--- src/rtl/fetch_pkg.sv ---
// Shared types and constants for the fetch stage, its instruction queue and the decoder.
package fetch_pkg;
    localparam int          INSTR_W          = 32;
    localparam logic [31:0] PC_STEP          = 32'd4;
    localparam logic [31:0] DEFAULT_RESET_PC = 32'hBFC0_0000;

    localparam logic [6:0]  OP_IMM    = 7'b0010011;
    localparam logic [6:0]  OP_BRANCH = 7'b1100011;

    typedef enum logic [1:0] {
        FETCH = 2'd0,
        HOLD  = 2'd1,
        DRAIN = 2'd2
    } fetch_state_t;

    typedef struct packed {
        logic [INSTR_W-1:0] instr;
        logic [INSTR_W-1:0] pc;
    } fetch_entry_t;

    function automatic logic [INSTR_W-1:0] word_align(input logic [INSTR_W-1:0] a);
        return a & ~(INSTR_W'(3));
    endfunction
endpackage

--- src/rtl/fetch_if.sv ---
// Imem request, branch redirect and decode-facing valid/ready signals around the fetch stage.
// master = fetch stage side, slave = memory/execute/decode environment side.
interface fetch_if;
    import fetch_pkg::*;

    logic               imem_req;
    logic [INSTR_W-1:0] imem_addr;
    logic               imem_ready;
    logic [INSTR_W-1:0] imem_rdata;

    logic               redirect_valid;
    logic [INSTR_W-1:0] redirect_target;

    logic               instr_valid;
    logic               instr_ready;
    logic [INSTR_W-1:0] instr;
    logic [INSTR_W-1:0] instr_pc;

    modport master (
        output imem_req, imem_addr, instr_valid, instr, instr_pc,
        input  imem_ready, imem_rdata, redirect_valid, redirect_target, instr_ready
    );

    modport slave (
        input  imem_req, imem_addr, instr_valid, instr, instr_pc,
        output imem_ready, imem_rdata, redirect_valid, redirect_target, instr_ready
    );
endinterface

--- src/rtl/fetch_instr_queue.sv ---
// In-order buffer of {instr, pc}; a pushed entry is readable the cycle after the push.
// Flush empties it at the edge and overrides push/pop; push into a full queue only lands with a pop.
module instr_queue
    import fetch_pkg::*;
#(
    parameter int DEPTH = 2
) (
    input  logic                         clk,
    input  logic                         rst,
    input  logic                         push_i,
    input  fetch_entry_t                 push_dat_i,
    input  logic                         pop_i,
    input  logic                         flush_i,
    output fetch_entry_t                 head_dat_o,
    output logic [$clog2(DEPTH+1)-1:0]   count_o,
    output logic                         full_o,
    output logic                         empty_o
);
    localparam int PTR_W = (DEPTH > 1) ? $clog2(DEPTH) : 1;
    localparam int CNT_W = $clog2(DEPTH + 1);

    fetch_entry_t     mem_q [DEPTH];
    logic [PTR_W-1:0] wr_ptr_q, wr_ptr_d;
    logic [PTR_W-1:0] rd_ptr_q, rd_ptr_d;
    logic [CNT_W-1:0] count_q, count_d;
    logic             do_push, do_pop;

    function automatic logic [PTR_W-1:0] ptr_inc(input logic [PTR_W-1:0] p);
        return (p == PTR_W'(DEPTH - 1)) ? '0 : p + PTR_W'(1);
    endfunction

    assign full_o     = (count_q == CNT_W'(DEPTH));
    assign empty_o    = (count_q == '0);
    assign count_o    = count_q;
    assign head_dat_o = mem_q[rd_ptr_q];

    assign do_push = push_i && (!full_o || pop_i);
    assign do_pop  = pop_i && !empty_o;

    always_comb begin
        wr_ptr_d = wr_ptr_q;
        rd_ptr_d = rd_ptr_q;
        count_d  = count_q;
        if (flush_i) begin
            wr_ptr_d = '0;
            rd_ptr_d = '0;
            count_d  = '0;
        end else begin
            if (do_push) wr_ptr_d = ptr_inc(wr_ptr_q);
            if (do_pop)  rd_ptr_d = ptr_inc(rd_ptr_q);
            case ({do_push, do_pop})
                2'b10:   count_d = count_q + CNT_W'(1);
                2'b01:   count_d = count_q - CNT_W'(1);
                default: count_d = count_q;
            endcase
        end
    end

    // Storage is cleared on reset so an empty queue presents a zero instruction/pc.
    always_ff @(posedge clk) begin
        if (!rst) begin
            wr_ptr_q <= '0;
            rd_ptr_q <= '0;
            count_q  <= '0;
            for (int i = 0; i < DEPTH; i++) begin
                mem_q[i] <= '0;
            end
        end else begin
            wr_ptr_q <= wr_ptr_d;
            rd_ptr_q <= rd_ptr_d;
            count_q  <= count_d;
            if (do_push && !flush_i) begin
                mem_q[wr_ptr_q] <= push_dat_i;
            end
        end
    end
endmodule

--- src/rtl/fetch_stage.sv ---
// Program counter, imem request FSM and redirect handling; accepted words reach decode one cycle later.
// Stops requesting when the 2-entry queue is full; imem_req/imem_addr come from registered state only.
module fetch_stage
    import fetch_pkg::*;
#(
    parameter logic [31:0] RESET_PC = DEFAULT_RESET_PC,
    parameter int          DEPTH    = 2
) (
    input  logic    clk,
    input  logic    rst,
    fetch_if.master bus
);
    localparam int CNT_W = $clog2(DEPTH + 1);

    fetch_state_t       state_q, state_d;
    logic [INSTR_W-1:0] pc_q, pc_d;
    logic [INSTR_W-1:0] drain_addr_q, drain_addr_d;

    logic               req;
    logic [INSTR_W-1:0] req_addr;
    logic               push, pop;
    logic               q_full, q_empty;
    logic [CNT_W-1:0]   q_count;
    fetch_entry_t       q_head, q_in;

    always_ff @(posedge clk) begin
        if (!rst) begin
            state_q <= FETCH;
        end else begin
            state_q <= state_d;
        end
    end

    // A redirect is decided against the request already on the bus: an unfinished one must be drained.
    always_comb begin
        state_d = state_q;
        if (bus.redirect_valid) begin
            state_d = (req && !bus.imem_ready) ? DRAIN : FETCH;
        end else begin
            unique case (state_q)
                FETCH:   if (push && !pop && q_count == CNT_W'(DEPTH - 1)) state_d = HOLD;
                HOLD:    if (pop) state_d = FETCH;
                DRAIN:   if (bus.imem_ready) state_d = FETCH;
                default: state_d = FETCH;
            endcase
        end
    end

    always_comb begin
        req      = 1'b0;
        req_addr = pc_q;
        unique case (state_q)
            FETCH: req = !q_full;
            DRAIN: begin
                req      = 1'b1;
                req_addr = drain_addr_q;
            end
            default: req = 1'b0;
        endcase
    end

    assign push = (state_q == FETCH) && req && bus.imem_ready && !bus.redirect_valid;
    assign pop  = bus.instr_valid && bus.instr_ready;

    // pc always points at the next address to fetch; drain_addr keeps the abandoned one on the bus.
    always_comb begin
        pc_d         = pc_q;
        drain_addr_d = drain_addr_q;
        if (bus.redirect_valid) begin
            pc_d = word_align(bus.redirect_target);
            if (state_q != DRAIN) drain_addr_d = pc_q;
        end else if (push) begin
            pc_d = pc_q + PC_STEP;
        end
    end

    always_ff @(posedge clk) begin
        if (!rst) begin
            pc_q         <= RESET_PC;
            drain_addr_q <= RESET_PC;
        end else begin
            pc_q         <= pc_d;
            drain_addr_q <= drain_addr_d;
        end
    end

    assign q_in.instr = bus.imem_rdata;
    assign q_in.pc    = pc_q;

    instr_queue #(
        .DEPTH (DEPTH)
    ) u_queue (
        .clk        (clk),
        .rst        (rst),
        .push_i     (push),
        .push_dat_i (q_in),
        .pop_i      (pop),
        .flush_i    (bus.redirect_valid),
        .head_dat_o (q_head),
        .count_o    (q_count),
        .full_o     (q_full),
        .empty_o    (q_empty)
    );

    assign bus.imem_req    = rst && req;
    assign bus.imem_addr   = req_addr;
    assign bus.instr_valid = rst && !q_empty;
    assign bus.instr       = rst ? q_head.instr : '0;
    assign bus.instr_pc    = rst ? q_head.pc    : '0;
endmodule

--- src/flat_wrapper.sv ---
// flat-port wrapper written by rule: the top's interface ports become plain ports
module fetch_stage_flat import fetch_pkg::*;
#(
    parameter logic [31:0] RESET_PC = DEFAULT_RESET_PC,
    parameter int          DEPTH    = 2
)
  (clk, rst, bus_imem_req, bus_imem_addr, bus_instr_valid, bus_instr, bus_instr_pc, bus_imem_ready, bus_imem_rdata, bus_redirect_valid, bus_redirect_target, bus_instr_ready);
  fetch_if bus_i ();
  input  logic clk;
  input  logic rst;
  output wire logic [$bits(bus_i.imem_req)-1:0] bus_imem_req;
  output wire logic [$bits(bus_i.imem_addr)-1:0] bus_imem_addr;
  output wire logic [$bits(bus_i.instr_valid)-1:0] bus_instr_valid;
  output wire logic [$bits(bus_i.instr)-1:0] bus_instr;
  output wire logic [$bits(bus_i.instr_pc)-1:0] bus_instr_pc;
  input wire logic [$bits(bus_i.imem_ready)-1:0] bus_imem_ready;
  input wire logic [$bits(bus_i.imem_rdata)-1:0] bus_imem_rdata;
  input wire logic [$bits(bus_i.redirect_valid)-1:0] bus_redirect_valid;
  input wire logic [$bits(bus_i.redirect_target)-1:0] bus_redirect_target;
  input wire logic [$bits(bus_i.instr_ready)-1:0] bus_instr_ready;
  assign bus_imem_req = bus_i.imem_req;
  assign bus_imem_addr = bus_i.imem_addr;
  assign bus_instr_valid = bus_i.instr_valid;
  assign bus_instr = bus_i.instr;
  assign bus_instr_pc = bus_i.instr_pc;
  assign bus_i.imem_ready = bus_imem_ready;
  assign bus_i.imem_rdata = bus_imem_rdata;
  assign bus_i.redirect_valid = bus_redirect_valid;
  assign bus_i.redirect_target = bus_redirect_target;
  assign bus_i.instr_ready = bus_instr_ready;
  fetch_stage #(.RESET_PC(RESET_PC), .DEPTH(DEPTH)) u_core (.clk(clk), .rst(rst), .bus(bus_i));
endmodule
--- config.mk ---
export PLATFORM = sky130hd
export DESIGN_NAME = fetch_stage_flat
export DESIGN_NICKNAME = d
export VERILOG_FILES = /design/src/rtl/fetch_pkg.sv /design/src/rtl/fetch_if.sv /design/src/rtl/fetch_instr_queue.sv /design/src/rtl/fetch_stage.sv /design/src/flat_wrapper.sv
export SDC_FILE = /design/constraint.sdc
export NUM_CORES = 1
export LEC_CHECK = 0
export BUFFER_PORTS_ARGS = -buffer_cell sky130_fd_sc_hd__buf_2
export CAP_MARGIN = 5
export CELL_PAD_IN_SITES_DETAIL_PLACEMENT = 1
export CELL_PAD_IN_SITES_GLOBAL_PLACEMENT = 1
export CORE_MARGIN = 2
export CORE_UTILIZATION = 47
export CTS_CLUSTER_SIZE = 24
export DETAILED_ROUTE_END_ITERATION = 12
export PLACE_DENSITY = 0.86
export SLEW_MARGIN = 0
export SYNTH_ARGS = -nofsm -noshare
export SYNTH_HDL_FRONTEND = slang
export SYNTH_SLANG_ARGS = --single-unit
export TNS_END_PERCENT = 5
--- constraint.sdc ---
create_clock -name clk -period 15.8 [get_ports clk]
set_input_delay 3.16 -clock clk [delete_from_list [all_inputs] [get_ports clk]]
set_output_delay 3.16 -clock clk [all_outputs]
set_load 0.005 [all_outputs]
==> run summary <==
Synth warnings: 0
Total Nets Final: 1041
remaining antenna violation count: 0
hold_ws: 453.9 ps
fin worst setup slack: 7457 ps
cell taking the most area after synthesis: edfxtp_1
Reg clk slew, reported paths: 70 ps
Clock Tree Buf Depth: 2
io pins: 167
gr ovfl total: 0
crit-path cells: buf_2 -> buf_4 -> inv_2 -> buf_4 -> nor2_1 -> buf_2
vias per cell: 5.506
Worst setup EP type: output port
vias in the first global route: 7055
Final GP Congestion: 0.8218
Worst path slowest cell: buf_4
post-route setup TNS: 0 ps
first-pass GRT wire length: 36.31 mm
Gate Count Post-Synth: 853
Root Driver: clkbuf_16
Slew Viols, Final: 0
critical path required time: 12640 ps
syn avg cell area: 10.64 µm²
post-CTS sizing: 0
ys async rst share: 0
Die Wd: 143.0 µm
worst path bufs/invs: 5
crit path kind: in -> out
Critical Path AT: 5180 ps
status: finished clean
FMAX: 0.1199 GHz
Initial Utilization: 0.4820
hpwl dp: 14.81 mm
Die Y: 143.0 µm
fraction of layout cells with a size suffix above 1: 0.2408
Synth cell types: 43
Tmin final: 8343 ps
Core Rows: 50
largest driver fanout on the critical path: 62
drt total wl: 23.15 mm
DRT iter0 DRCs: 433
Main synth FF type: edfxtp_1
initial antenna violation count: 0
# port buffers: 160
CP Launch Type: primary input
Inserted Clock Buffers: 17
number of synthesized flops with an enable pin: 124
per-cell routed wire length: 18.67 µm
Peak VDD IR: 0.07875 mV
post-synthesis cell area: 9076 µm²
Post-CTS Hold Fix Bufs: 0
Tightest Hold Check Type: reg -> reg
Top delay family on crit path: buffers and inverters
Yosys reg bits: 191
Die Area: 20440 µm²
largest net degree at the start of global routing: 63
RSZ-0062 raised after global routing: no
max cap viols: 0
Seq/Total Area, Yosys: 0.5580
Area contributors post-synth: edfxtp_1, dfxtp_1, and2_1
clk_lat worst skew: 430 ps
area share of the largest cell type after synthesis: 0.4103
# clock sinks: 191
pre-CTS WS: 7451 ps
Clock Skews: 11.51 ps
antenna diode instance count: 0
Slew @ Worst Pin: 1153 ps
Slew headroom: 0.2313
# H-tree levels: 4
core area: 18830 µm²
CTS tree: done
setup bufs post-CTS: 0
P_leak: 4.127 nW
setup violators final: 0
# DRC: 0
Power Density: 104.4 nW/µm²
fillers: 2054
crit share post-route: 0.5280
Hold Vio Cnt, Final: 0
Syn-to-layout area delta: 16.58%
Total Routing Usage GR: 0.2283
drt first pass iters: 4
max incr delay on CP: 700 ps
Vias: 6827
## cell usage after synthesis (2+ instances only)
cell,count
clkbuf_1,56
nand2_1,80
nand4_1,10
a21oi_1,33
nor4_1,13
mux2i_1,63
ha_1,5
buf_1,14
a311oi_1,5
and3_1,8
dfxtp_1,67
nor3_1,12
o21ai_0,17
xnor2_1,7
or4_1,9
nand3_1,18
o32ai_1,2
buf_4,4
edfxtp_1,124
and2_1,125
o22ai_1,2
a211oi_1,6
a2111oi_0,4
or3_1,8
a31oi_1,6
inv_1,7
o31ai_1,5
nor2_1,80
and4_1,11
mux2_2,30
xor2_1,7
nand2b_1,4
## worst register-to-register path: stages, from the launching register on
cell	delay, ps
dfxtp_1	380
inv_1	80
ha_1	250
or4b_1	790
nor3_2	270
buf_4	520
nand2b_4	850
## logic make-up after synthesis
| group | count (synthesis) | synth area share |
|---|---|---|
| xor+xnor | 14 | 0.01351 |
| buf+inv | 83 | 0.03626 |
| compound gates | 84 | 0.05693 |
| mux | 93 | 0.1067 |
| fa+ha+maj | 5 | 0.006893 |
| other cells | 1 | 0.0004132 |
| flops | 191 | 0.5580 |
| simple gates | 382 | 0.2213 |
## routing by layer
| layer | part of all wire | global-route usage | up-vias | wire (µm) |
|---|---|---|---|---|
| met5 | 0 | 0 | - | 0 |
| met2 | 0.50 | 0.4067 | 200 | 11630 |
| met3 | 0.050 | 0.03521 | 36 | 1158 |
| met4 | 0.018 | 0.07764 | 0 | 412 |
| met1 | 0.43 | 0.2822 | 3366 | 9951 |
| li1 | - | - | 3225 | - |
## area by class of cell
| cell class | count | area, µm² | share of cell area |
|---|---|---|---|
| Clock buffer | 21 | 471.7 | 0.04458 |
| Clock inverter | 11 | 103.9 | 0.009814 |
| Inverter | 7 | 26.28 | 0.002483 |
| Multi-Input combinational cell | 582 | 3727 | 0.3523 |
| Sequential cell | 191 | 5069 | 0.4790 |
| Tap cell | 260 | 325.3 | 0.03074 |
| Timing Repair Buffer | 168 | 858.3 | 0.08112 |
## final timing paths
path / start / to / slack, ps / depth (start not counted)
setup / recovery: rst / bus_instr_pc[14] / 7460 / 6
hold / removal: u_core.drain_addr_q[7] / u_core.drain_addr_q[7] / 450 / 2
setup reg to reg: u_core.u_queue.count_o[0] / u_core.u_queue.mem_q[0][47] / 12240 / 6
hold reg to reg: u_core.drain_addr_q[7] / u_core.drain_addr_q[7] / 450 / 2
## per-stage QoR
stage / power [mW] / instance area (µm²) / utilization / cells
floorplan: 0.6497 / 9087 / - / 856
global placement: 0.6896 / 10000 / 0.5311 / 1207
detailed placement: 0.6959 / 10000 / 0.5311 / 1207
CTS: 1.114 / 10580 / 0.5617 / 1239
global route: 1.149 / 10580 / 0.5619 / 1240
finish: 1.105 / 10580 / 0.5619 / 1240
## power breakdown
part	internal [mW]	leakage, nW	switching [mW]
clock network	0.233	0.284	0.187
registers	0.559	1.84	0.0226
logic	0.0434	2.00	0.0602
total	0.835	4.13	0.270
## cells in the final DEF, fill, tap and decap left out, types with 3 or more instances in the layout
master     synthesis  routed
buf_2              1     160
and2_1           125     125
edfxtp_1         124     124
nand2_1           80      80
nor2_1            80      79
dfxtp_1           67      66
mux2i_1           63      63
a21oi_1           33      33
mux2_2            30      30
nand3_1           18      18
clkbuf_16          0      18
o21ai_0           17      16
nor4_1            13      13
nor3_1            12      11
and4_1            11      11
nand4_1           10      10
or4_1              9       9
or3_1              8       8
and3_1             8       8
xnor2_1            7       7
xor2_1             7       7
buf_4              4       7
inv_1              7       6
a211oi_1           6       6
a31oi_1            6       6
a311oi_1           5       5
o31ai_1            5       5
ha_1               5       5
a2111oi_0          4       4
conb_1             1       4
clkinv_4           0       3
## sequential cells by signal, indices dropped and copies added, names as in the netlist, named ones only
register                 count
u_core.u_queue.mem_q       124
u_core.drain_addr_q         30
u_core.pc_q                 30
u_core.state_q               2
u_core.u_queue.count_o       2
u_core.u_queue.rd_ptr_q      1
u_core.u_queue.wr_ptr_q      1
(Power assumes the default switching activity.)
